==> config.mk <==
export PLATFORM = sky130hd
export DESIGN_NAME = firebird7_in_gate1_tessent_data_mux_ctrl_w3_flat
export DESIGN_NICKNAME = d
export VERILOG_FILES = /design/src/rtl/firebird7_in_gate1_tessent_data_mux_ctrl_w3_pkg.sv /design/src/rtl/firebird7_in_gate1_tessent_data_mux_ctrl_w3_if.sv /design/src/rtl/firebird7_in_gate1_tessent_data_mux_ctrl_w3_tdr_csu.sv /design/src/rtl/firebird7_in_gate1_tessent_data_mux_ctrl_w3.sv /design/src/flat_wrapper.sv
export SDC_FILE = /design/constraint.sdc
export NUM_CORES = 1
export LEC_CHECK = 0
export ABC_AREA = 1
export CORE_MARGIN = 2
export CORE_UTILIZATION = 52
export CTS_CLUSTER_SIZE = 28
export DETAILED_ROUTE_END_ITERATION = 6
export HOLD_SLACK_MARGIN = 0.15
export PLACE_DENSITY = 0.77
export SLEW_MARGIN = 10
export SYNTH_ARGS = -nofsm -noshare
export SYNTH_HDL_FRONTEND = slang
export SYNTH_SLANG_ARGS = --single-unit
export TNS_END_PERCENT = 100
==> constraint.sdc <==
create_clock -name ijtag_tck -period 1.7 [get_ports ijtag_tck]
set_input_delay 0.34 -clock ijtag_tck [delete_from_list [all_inputs] [get_ports ijtag_tck]]
set_output_delay 0.34 -clock ijtag_tck [all_outputs]
set_load 0.05 [all_outputs]
==> src/rtl/firebird7_in_gate1_tessent_data_mux_ctrl_w3_pkg.sv <==
// Shared constants for the gate1 IJTAG data-mux override controller:
// FSM encodings, TDR field positions and default timing parameters.
package firebird7_in_gate1_tessent_data_mux_ctrl_pkg;

  localparam logic [2:0] ST_IDLE   = 3'd0;
  localparam logic [2:0] ST_REQ    = 3'd1;
  localparam logic [2:0] ST_SETTLE = 3'd2;
  localparam logic [2:0] ST_ACTIVE = 3'd3;
  localparam logic [2:0] ST_DRAIN  = 3'd4;

  localparam int DEF_DATA_WIDTH    = 3;
  localparam int DEF_SETTLE_CYCLES = 4;
  localparam int DEF_ACK_TIMEOUT   = 255;
  localparam int DEF_CNT_WIDTH     = 8;

  // TDR layout: {override_en, err_clr, data[dw-1:0]}
  function automatic int tdr_width(input int dw);
    return dw + 2;
  endfunction

  function automatic int idx_override_en(input int dw);
    return dw + 1;
  endfunction

  function automatic int idx_err_clr(input int dw);
    return dw;
  endfunction

endpackage

==> src/rtl/firebird7_in_gate1_tessent_data_mux_ctrl_w3_if.sv <==
// IJTAG TDR access plus data-mux / functional-owner handshake bundle.
// master = network/bench side, slave = controller side.
interface firebird7_in_gate1_tessent_data_mux_ctrl_w3_if #(
  parameter int DATA_WIDTH = 3
);
  logic                  ijtag_sel;
  logic                  ijtag_se;
  logic                  ijtag_ce;
  logic                  ijtag_ue;
  logic                  ijtag_si;
  logic                  ijtag_so;
  logic [DATA_WIDTH-1:0] functional_data_in;
  logic                  quiesce_ack;
  logic                  quiesce_req;
  logic                  ijtag_select;
  logic [DATA_WIDTH-1:0] ijtag_data_out;
  logic                  override_active;
  logic                  timeout_err;

  modport master (
    output ijtag_sel, ijtag_se, ijtag_ce, ijtag_ue, ijtag_si,
    output functional_data_in, quiesce_ack,
    input  ijtag_so, quiesce_req, ijtag_select, ijtag_data_out,
    input  override_active, timeout_err
  );

  modport slave (
    input  ijtag_sel, ijtag_se, ijtag_ce, ijtag_ue, ijtag_si,
    input  functional_data_in, quiesce_ack,
    output ijtag_so, quiesce_req, ijtag_select, ijtag_data_out,
    output override_active, timeout_err
  );

endinterface

==> src/rtl/firebird7_in_gate1_tessent_data_mux_ctrl_w3_tdr_csu.sv <==
// Generic IJTAG capture/shift/update data register, LSB-first scan out.
// Capture beats shift beats update when several enables are high together.
module firebird7_in_gate1_tessent_tdr_csu #(
  parameter int WIDTH = 5
) (
  input  logic             i_clk,
  input  logic             i_rst,
  input  logic             i_sel,
  input  logic             i_ce,
  input  logic             i_se,
  input  logic             i_ue,
  input  logic             i_si,
  input  logic [WIDTH-1:0] i_capture,
  output logic             o_so,
  output logic [WIDTH-1:0] o_shadow,
  output logic             o_upd,
  output logic [WIDTH-1:0] o_upd_data
);

  logic [WIDTH-1:0] r_shift;
  logic [WIDTH-1:0] r_shadow;
  logic             w_cap;
  logic             w_shf;
  logic             w_upd;

  assign w_cap = i_sel & i_ce;
  assign w_shf = i_sel & i_se & ~i_ce;
  assign w_upd = i_sel & i_ue & ~i_ce & ~i_se;

  always_ff @(posedge i_clk) begin
    if (i_rst) begin
      r_shift  <= '0;
      r_shadow <= '0;
    end else begin
      if (w_cap) begin
        r_shift <= i_capture;
      end else if (w_shf) begin
        r_shift <= {i_si, r_shift[WIDTH-1:1]};
      end
      if (w_upd) begin
        r_shadow <= r_shift;
      end
    end
  end

  assign o_so       = r_shift[0];
  assign o_shadow   = r_shadow;
  assign o_upd      = w_upd;
  assign o_upd_data = r_shift;

endmodule

==> src/rtl/firebird7_in_gate1_tessent_data_mux_ctrl_w3.sv <==
// Safe-takeover controller for the ijtag side of a 3-bit IJTAG data mux.
//   state  | meaning
//   IDLE   | functional owner drives the mux, no request outstanding
//   REQ    | quiesce_req raised, waiting for quiesce_ack (bounded)
//   SETTLE | owner frozen, waiting SETTLE_CYCLES before switching the mux
//   ACTIVE | mux selected, override data driven
//   DRAIN  | mux released, holding quiesce_req SETTLE_CYCLES more
module firebird7_in_gate1_tessent_data_mux_ctrl_w3
  import firebird7_in_gate1_tessent_data_mux_ctrl_pkg::*;
#(
  parameter int DATA_WIDTH    = DEF_DATA_WIDTH,
  parameter int SETTLE_CYCLES = DEF_SETTLE_CYCLES,
  parameter int ACK_TIMEOUT   = DEF_ACK_TIMEOUT,
  parameter int CNT_WIDTH     = DEF_CNT_WIDTH
) (
  input logic ijtag_tck,
  input logic ijtag_reset,
  firebird7_in_gate1_tessent_data_mux_ctrl_w3_if.slave bus
);

  localparam int TDR_W   = tdr_width(DATA_WIDTH);
  localparam int IDX_OVR = idx_override_en(DATA_WIDTH);
  localparam int IDX_CLR = idx_err_clr(DATA_WIDTH);
  localparam logic [CNT_WIDTH-1:0] SETTLE_LAST = CNT_WIDTH'(SETTLE_CYCLES - 1);
  localparam logic [CNT_WIDTH-1:0] ACK_LAST    = CNT_WIDTH'(ACK_TIMEOUT);

  logic [TDR_W-1:0]      w_shadow;
  logic [TDR_W-1:0]      w_upd_data;
  logic [TDR_W-1:0]      w_capture;
  logic                  w_upd;
  logic                  w_override_en;
  logic [DATA_WIDTH-1:0] w_data;
  logic                  w_unused;

  logic [2:0]            r_state;
  logic [CNT_WIDTH-1:0]  r_cnt;
  logic                  r_retry_blk;
  logic                  r_timeout_err;
  logic                  r_quiesce_req;
  logic                  r_select;
  logic                  r_override_active;
  logic [DATA_WIDTH-1:0] r_data_out;

  logic [2:0]            w_state_nxt;
  logic [CNT_WIDTH-1:0]  w_cnt_nxt;
  logic                  w_to_hit;

  assign w_capture = {r_override_active, r_timeout_err, bus.functional_data_in};

  firebird7_in_gate1_tessent_tdr_csu #(
    .WIDTH (TDR_W)
  ) u_tdr (
    .i_clk      (ijtag_tck),
    .i_rst      (ijtag_reset),
    .i_sel      (bus.ijtag_sel),
    .i_ce       (bus.ijtag_ce),
    .i_se       (bus.ijtag_se),
    .i_ue       (bus.ijtag_ue),
    .i_si       (bus.ijtag_si),
    .i_capture  (w_capture),
    .o_so       (bus.ijtag_so),
    .o_shadow   (w_shadow),
    .o_upd      (w_upd),
    .o_upd_data (w_upd_data)
  );

  assign w_override_en = w_shadow[IDX_OVR];
  assign w_data        = w_shadow[DATA_WIDTH-1:0];
  // err_clr acts as a strobe at update time; its shadow copy has no further use
  assign w_unused      = ^{w_shadow[IDX_CLR], w_upd_data};

  always_comb begin
    w_state_nxt = r_state;
    w_cnt_nxt   = r_cnt;
    w_to_hit    = 1'b0;
    case (r_state)
      ST_IDLE: begin
        if (w_override_en && !r_retry_blk) begin
          w_state_nxt = ST_REQ;
          w_cnt_nxt   = '0;
        end
      end
      ST_REQ: begin
        if (bus.quiesce_ack) begin
          w_state_nxt = ST_SETTLE;
          w_cnt_nxt   = '0;
        end else if (!w_override_en) begin
          w_state_nxt = ST_IDLE;
          w_cnt_nxt   = '0;
        end else if (r_cnt == ACK_LAST) begin
          w_state_nxt = ST_IDLE;
          w_cnt_nxt   = '0;
          w_to_hit    = 1'b1;
        end else begin
          w_cnt_nxt = r_cnt + 1'b1;
        end
      end
      ST_SETTLE: begin
        if (!w_override_en) begin
          w_state_nxt = ST_DRAIN;
          w_cnt_nxt   = '0;
        end else if (r_cnt == SETTLE_LAST) begin
          w_state_nxt = ST_ACTIVE;
          w_cnt_nxt   = '0;
        end else begin
          w_cnt_nxt = r_cnt + 1'b1;
        end
      end
      ST_ACTIVE: begin
        if (!w_override_en) begin
          w_state_nxt = ST_DRAIN;
          w_cnt_nxt   = '0;
        end
      end
      ST_DRAIN: begin
        if (r_cnt == SETTLE_LAST) begin
          w_state_nxt = ST_IDLE;
          w_cnt_nxt   = '0;
        end else begin
          w_cnt_nxt = r_cnt + 1'b1;
        end
      end
      default: begin
        w_state_nxt = ST_IDLE;
        w_cnt_nxt   = '0;
      end
    endcase
  end

  // Outputs are registered from the next state so the mux select never glitches.
  always_ff @(posedge ijtag_tck) begin
    if (ijtag_reset) begin
      r_state           <= ST_IDLE;
      r_cnt             <= '0;
      r_retry_blk       <= 1'b0;
      r_timeout_err     <= 1'b0;
      r_quiesce_req     <= 1'b0;
      r_select          <= 1'b0;
      r_override_active <= 1'b0;
      r_data_out        <= '0;
    end else begin
      r_state           <= w_state_nxt;
      r_cnt             <= w_cnt_nxt;
      r_quiesce_req     <= (w_state_nxt != ST_IDLE);
      r_select          <= (w_state_nxt == ST_ACTIVE);
      r_override_active <= (w_state_nxt == ST_ACTIVE);
      r_data_out        <= (w_state_nxt == ST_ACTIVE) ? w_data : '0;
      // a timed-out request stays parked until software drops override_en
      if (w_to_hit) begin
        r_retry_blk <= 1'b1;
      end else if (!w_override_en) begin
        r_retry_blk <= 1'b0;
      end
      if (w_to_hit) begin
        r_timeout_err <= 1'b1;
      end else if (w_upd && w_upd_data[IDX_CLR]) begin
        r_timeout_err <= 1'b0;
      end
    end
  end

  assign bus.quiesce_req     = r_quiesce_req;
  assign bus.ijtag_select    = r_select;
  assign bus.ijtag_data_out  = r_data_out;
  assign bus.override_active = r_override_active;
  assign bus.timeout_err     = r_timeout_err;

endmodule

==> src/flat_wrapper.sv <==
// flat-port wrapper written by rule: the top's interface ports become plain ports
module firebird7_in_gate1_tessent_data_mux_ctrl_w3_flat import firebird7_in_gate1_tessent_data_mux_ctrl_pkg::*;
#(
  parameter int DATA_WIDTH    = DEF_DATA_WIDTH,
  parameter int SETTLE_CYCLES = DEF_SETTLE_CYCLES,
  parameter int ACK_TIMEOUT   = DEF_ACK_TIMEOUT,
  parameter int CNT_WIDTH     = DEF_CNT_WIDTH
)
  (ijtag_tck, ijtag_reset, bus_ijtag_sel, bus_ijtag_se, bus_ijtag_ce, bus_ijtag_ue, bus_ijtag_si, bus_functional_data_in, bus_quiesce_ack, bus_ijtag_so, bus_quiesce_req, bus_ijtag_select, bus_ijtag_data_out, bus_override_active, bus_timeout_err);
  firebird7_in_gate1_tessent_data_mux_ctrl_w3_if #(.DATA_WIDTH(DATA_WIDTH)) bus_i ();
  input logic ijtag_tck;
  input logic ijtag_reset;
  input wire logic [$bits(bus_i.ijtag_sel)-1:0] bus_ijtag_sel;
  input wire logic [$bits(bus_i.ijtag_se)-1:0] bus_ijtag_se;
  input wire logic [$bits(bus_i.ijtag_ce)-1:0] bus_ijtag_ce;
  input wire logic [$bits(bus_i.ijtag_ue)-1:0] bus_ijtag_ue;
  input wire logic [$bits(bus_i.ijtag_si)-1:0] bus_ijtag_si;
  input wire logic [$bits(bus_i.functional_data_in)-1:0] bus_functional_data_in;
  input wire logic [$bits(bus_i.quiesce_ack)-1:0] bus_quiesce_ack;
  output wire logic [$bits(bus_i.ijtag_so)-1:0] bus_ijtag_so;
  output wire logic [$bits(bus_i.quiesce_req)-1:0] bus_quiesce_req;
  output wire logic [$bits(bus_i.ijtag_select)-1:0] bus_ijtag_select;
  output wire logic [$bits(bus_i.ijtag_data_out)-1:0] bus_ijtag_data_out;
  output wire logic [$bits(bus_i.override_active)-1:0] bus_override_active;
  output wire logic [$bits(bus_i.timeout_err)-1:0] bus_timeout_err;
  assign bus_i.ijtag_sel = bus_ijtag_sel;
  assign bus_i.ijtag_se = bus_ijtag_se;
  assign bus_i.ijtag_ce = bus_ijtag_ce;
  assign bus_i.ijtag_ue = bus_ijtag_ue;
  assign bus_i.ijtag_si = bus_ijtag_si;
  assign bus_i.functional_data_in = bus_functional_data_in;
  assign bus_i.quiesce_ack = bus_quiesce_ack;
  assign bus_ijtag_so = bus_i.ijtag_so;
  assign bus_quiesce_req = bus_i.quiesce_req;
  assign bus_ijtag_select = bus_i.ijtag_select;
  assign bus_ijtag_data_out = bus_i.ijtag_data_out;
  assign bus_override_active = bus_i.override_active;
  assign bus_timeout_err = bus_i.timeout_err;
  firebird7_in_gate1_tessent_data_mux_ctrl_w3 #(.DATA_WIDTH(DATA_WIDTH), .SETTLE_CYCLES(SETTLE_CYCLES), .ACK_TIMEOUT(ACK_TIMEOUT), .CNT_WIDTH(CNT_WIDTH)) u_core (.ijtag_tck(ijtag_tck), .ijtag_reset(ijtag_reset), .bus(bus_i));
endmodule
==> flow_metrics.env <==
export IMPL_clock_sinks=27
export IMPL_leakagePower_nw=0.7033
export IMPL_htreeDepth=1
export IMPL_antennaDiodeCount=0
export IMPL_top_layer="met4"
export IMPL_finalNonFillerCells=238
export IMPL_pin_count=19
export IMPL_grt_overflow=0
export IMPL_core_mm2=0.002432
export IMPL_fill_cells=228
export IMPL_start_util_pct=53.76
export IMPL_cp_required_ns=1.94
export IMPL_max_cap_violations=0
export IMPL_dr_pass1_iters=4
export IMPL_ys_warn_count=0
export IMPL_place_inst=234
export IMPL_multi_input_area_um2=638.1
export IMPL_vias=1214
export IMPL_grt_max_degree=18
export IMPL_clk_path_buf_depth=2
export IMPL_synthTopCellsByCount="nand2_1 (47), dfxtp_1 (27), inv_1 (25), nor2_1 (17)"
export IMPL_cts_made_buffers=3
export IMPL_whs_ns=0.4586
export IMPL_synth_xor_area_share_pct=0.6699
export IMPL_grt_antenna_before_repair=0
export IMPL_post_synth_top_count_cell="nand2_1"
export IMPL_final_core_util_pct=63.32
export IMPL_dpl_hpwl_um=2121
export IMPL_async_flop_share_pct=0
export IMPL_yosysUniqueCellTypes=26
export IMPL_clk_latency_ns=0.32
export IMPL_syn_instance_count=186
export IMPL_dieArea_mm2=0.002932
export IMPL_ys_ff_latch=27
export IMPL_synth_top_family_by_area="simple AND/OR/NAND/NOR gates"
export IMPL_via_per_inst=5.101
export IMPL_mappedNetlistArea_mm2=0.001308
export IMPL_synth_area_leaders="dfxtp_1 (41%), nand2_1 (13%), inv_1 (7.2%)"
export IMPL_relSlewSlack_pct=77.12
export IMPL_layout_drive_gt1_share_pct=17.79
export IMPL_cp_arrival_ns=1.74
export IMPL_core_rowCount=18
export IMPL_track_usage_pct=20.02
export IMPL_ys_seq_area_share_pct=41.34
export IMPL_post_dp_cell_area_mm2=0.001508
export IMPL_post_drt_wl_per_cell_um=11.13
export IMPL_grt_pass1_wl_um=4264
export IMPL_grt_pass1_vias=1064
export IMPL_path_class="register to register"
export IMPL_startpoint_type="register"
export IMPL_power_total_mw=1.052
export IMPL_status="finished, final reports clean"
export IMPL_synth_top_cell_by_area="dfxtp_1"
export IMPL_final_period_utilization_pct=88.46
export IMPL_synth_top_cell_area_share_pct=41.34
export IMPL_fin_worst_skew_ns=0.002021
export IMPL_gp_congestion=0.8078
export IMPL_synth_compound_area_share_pct=14.35
export IMPL_synth_simple_area_share_pct=32.82
export IMPL_fin_area_mm2=0.001540
export IMPL_drt_wl_total_um=2649
export IMPL_clkSlewWorstSetupHoldPaths_ns=0.15
export IMPL_p_per_area_mw_per_mm2=682.9
export IMPL_finalNetCount=221
export IMPL_ant_nets=0
export IMPL_dr_wl_met2_um=1396
export IMPL_synth_flop_cell="dfxtp_1"
export IMPL_die_height_um=54.15
export IMPL_crit_path_max_fanout=5
export IMPL_met1_length_um=1153
export IMPL_ir_worst_vdd_mv=0.4808
export IMPL_dp_slack_ns=0.01343
export IMPL_finalSetupViolCount=0
export IMPL_port_buffer_count=18
export IMPL_cts_hold_buf=0
export IMPL_synth_edf_count=0
export IMPL_synth_fa_ha_area_share_pct=0.9569
export IMPL_avgSynthCellArea_um2=7.030
export IMPL_period_needed_ns=1.504
export IMPL_min_path_type="register to register"
export IMPL_area_growth_pct=17.80
export IMPL_setup_tns_ns=0
export IMPL_die_w_um=54.15
export IMPL_hold_viol=0
export IMPL_drt_drc_violations_left=0
export IMPL_wl_met3_um=77
export IMPL_max_freq_ghz=0.6650
export IMPL_rsz0062_at_grt="false"
export IMPL_ctsRootBufferMaster="clkbuf_4"
export IMPL_drv_slew=0
export IMPL_tightest_slew_ns=0.3428
export IMPL_cts_tree="yes"
export IMPL_cp_end_kind="register"
export IMPL_layout_setup_ws_ns=0.1963
export IMPL_synth_area_mux_share_pct=0
export IMPL_final_seq_area_um2=543.0
export IMPL_syn_nets=198
export IMPL_drtIter0Drc=17
## worst paths after layout
path | slack (ns) | cells after the start | to | startpoint
hold / removal | 0.46 | 2 | u_core.bus.ijtag_data_out[2] | u_core.u_tdr.o_shadow[2]
setup / recovery | 0.20 | 8 | u_core.r_cnt[3] | u_core.r_cnt[0]
hold reg to reg | 0.46 | 2 | u_core.bus.ijtag_data_out[2] | u_core.u_tdr.o_shadow[2]
setup reg to reg | 0.20 | 8 | u_core.r_cnt[3] | u_core.r_cnt[0]
## flip-flops by register name, summed over array words and instances, names as in the netlist
signal	cells
u_core.r_state	3
u_core.u_tdr.o_shadow	4
u_core.u_tdr.o_upd_data	5
u_core.bus.ijtag_data_out	3
u_core.bus.timeout_err	1
u_core.r_retry_blk	1
u_core.bus.quiesce_req	1
u_core.r_cnt	8
u_core.bus.ijtag_select	1
## report_power, final
group	switching [mW]	total [mW]	internal, mW
clock network	0.196	0.286	0.0899
logic	0.0617	0.109	0.0469
registers	0.0101	0.657	0.647
## cells by family after synthesis
family | after synthesis
simple gates | 90
compound gates | 35
flops | 27
fa+ha+maj | 1
xor+xnor | 1
buf+inv | 32
## metal layers
layer	vias up	GRT usage (%)
met5	-	0
met2	18	38.35
li1	636	-
met3	4	3.611
met1	556	21.48
met4	0	7.083
## final cells by class
| cell class | count | area share, % |
|---|---|---|
| Timing Repair Buffer | 20 | 11.37 |
| Clock buffer | 3 | 1.462 |
| Multi-Input combinational cell | 127 | 41.43 |
| Inverter | 30 | 7.555 |
| Tap cell | 30 | 2.437 |
| Sequential cell | 27 | 35.26 |
| Clock inverter | 1 | 0.4874 |
## worst max-delay path, stage by stage (launching register included)
cell and delay [ns]:
dfxtp_2 0.39, ha_1 0.21, nand2_1 0.09, nor2_2 0.15
nand2_1 0.14, nand2_2 0.13, nand4_1 0.10, nand2_1 0.14
nor2_1 0.06
## placed cells by master, fill, tap and decap left out
cell / instances
a21oi_2: 1
o21a_1: 1
nand2_4: 1
nand2_1: 47
o22ai_1: 5
o21ai_0: 14
clkinv_1: 1
buf_4: 10
clkinv_2: 1
nor2_2: 4
clkbuf_4: 3
nand2_2: 4
clkdlybuf4s50_1: 10
nand3_2: 6
dfxtp_2: 2
nor2_1: 17
ha_1: 1
nor3_1: 1
nand3b_1: 1
nor2_4: 1
a21oi_1: 14
nand4_1: 3
nand3_1: 5
inv_1: 25
inv_4: 1
clkinvlp_4: 1
dfxtp_1: 25
xor2_1: 1
inv_2: 2
## repair_timing
item	4_1_cts	5_1_grt
setup buffers	0	0
gates resized for setup	0	2
hold endpoints to repair	0	0
endpoints found under the setup margin	0	9
Power figures use the tool's default switching activity.
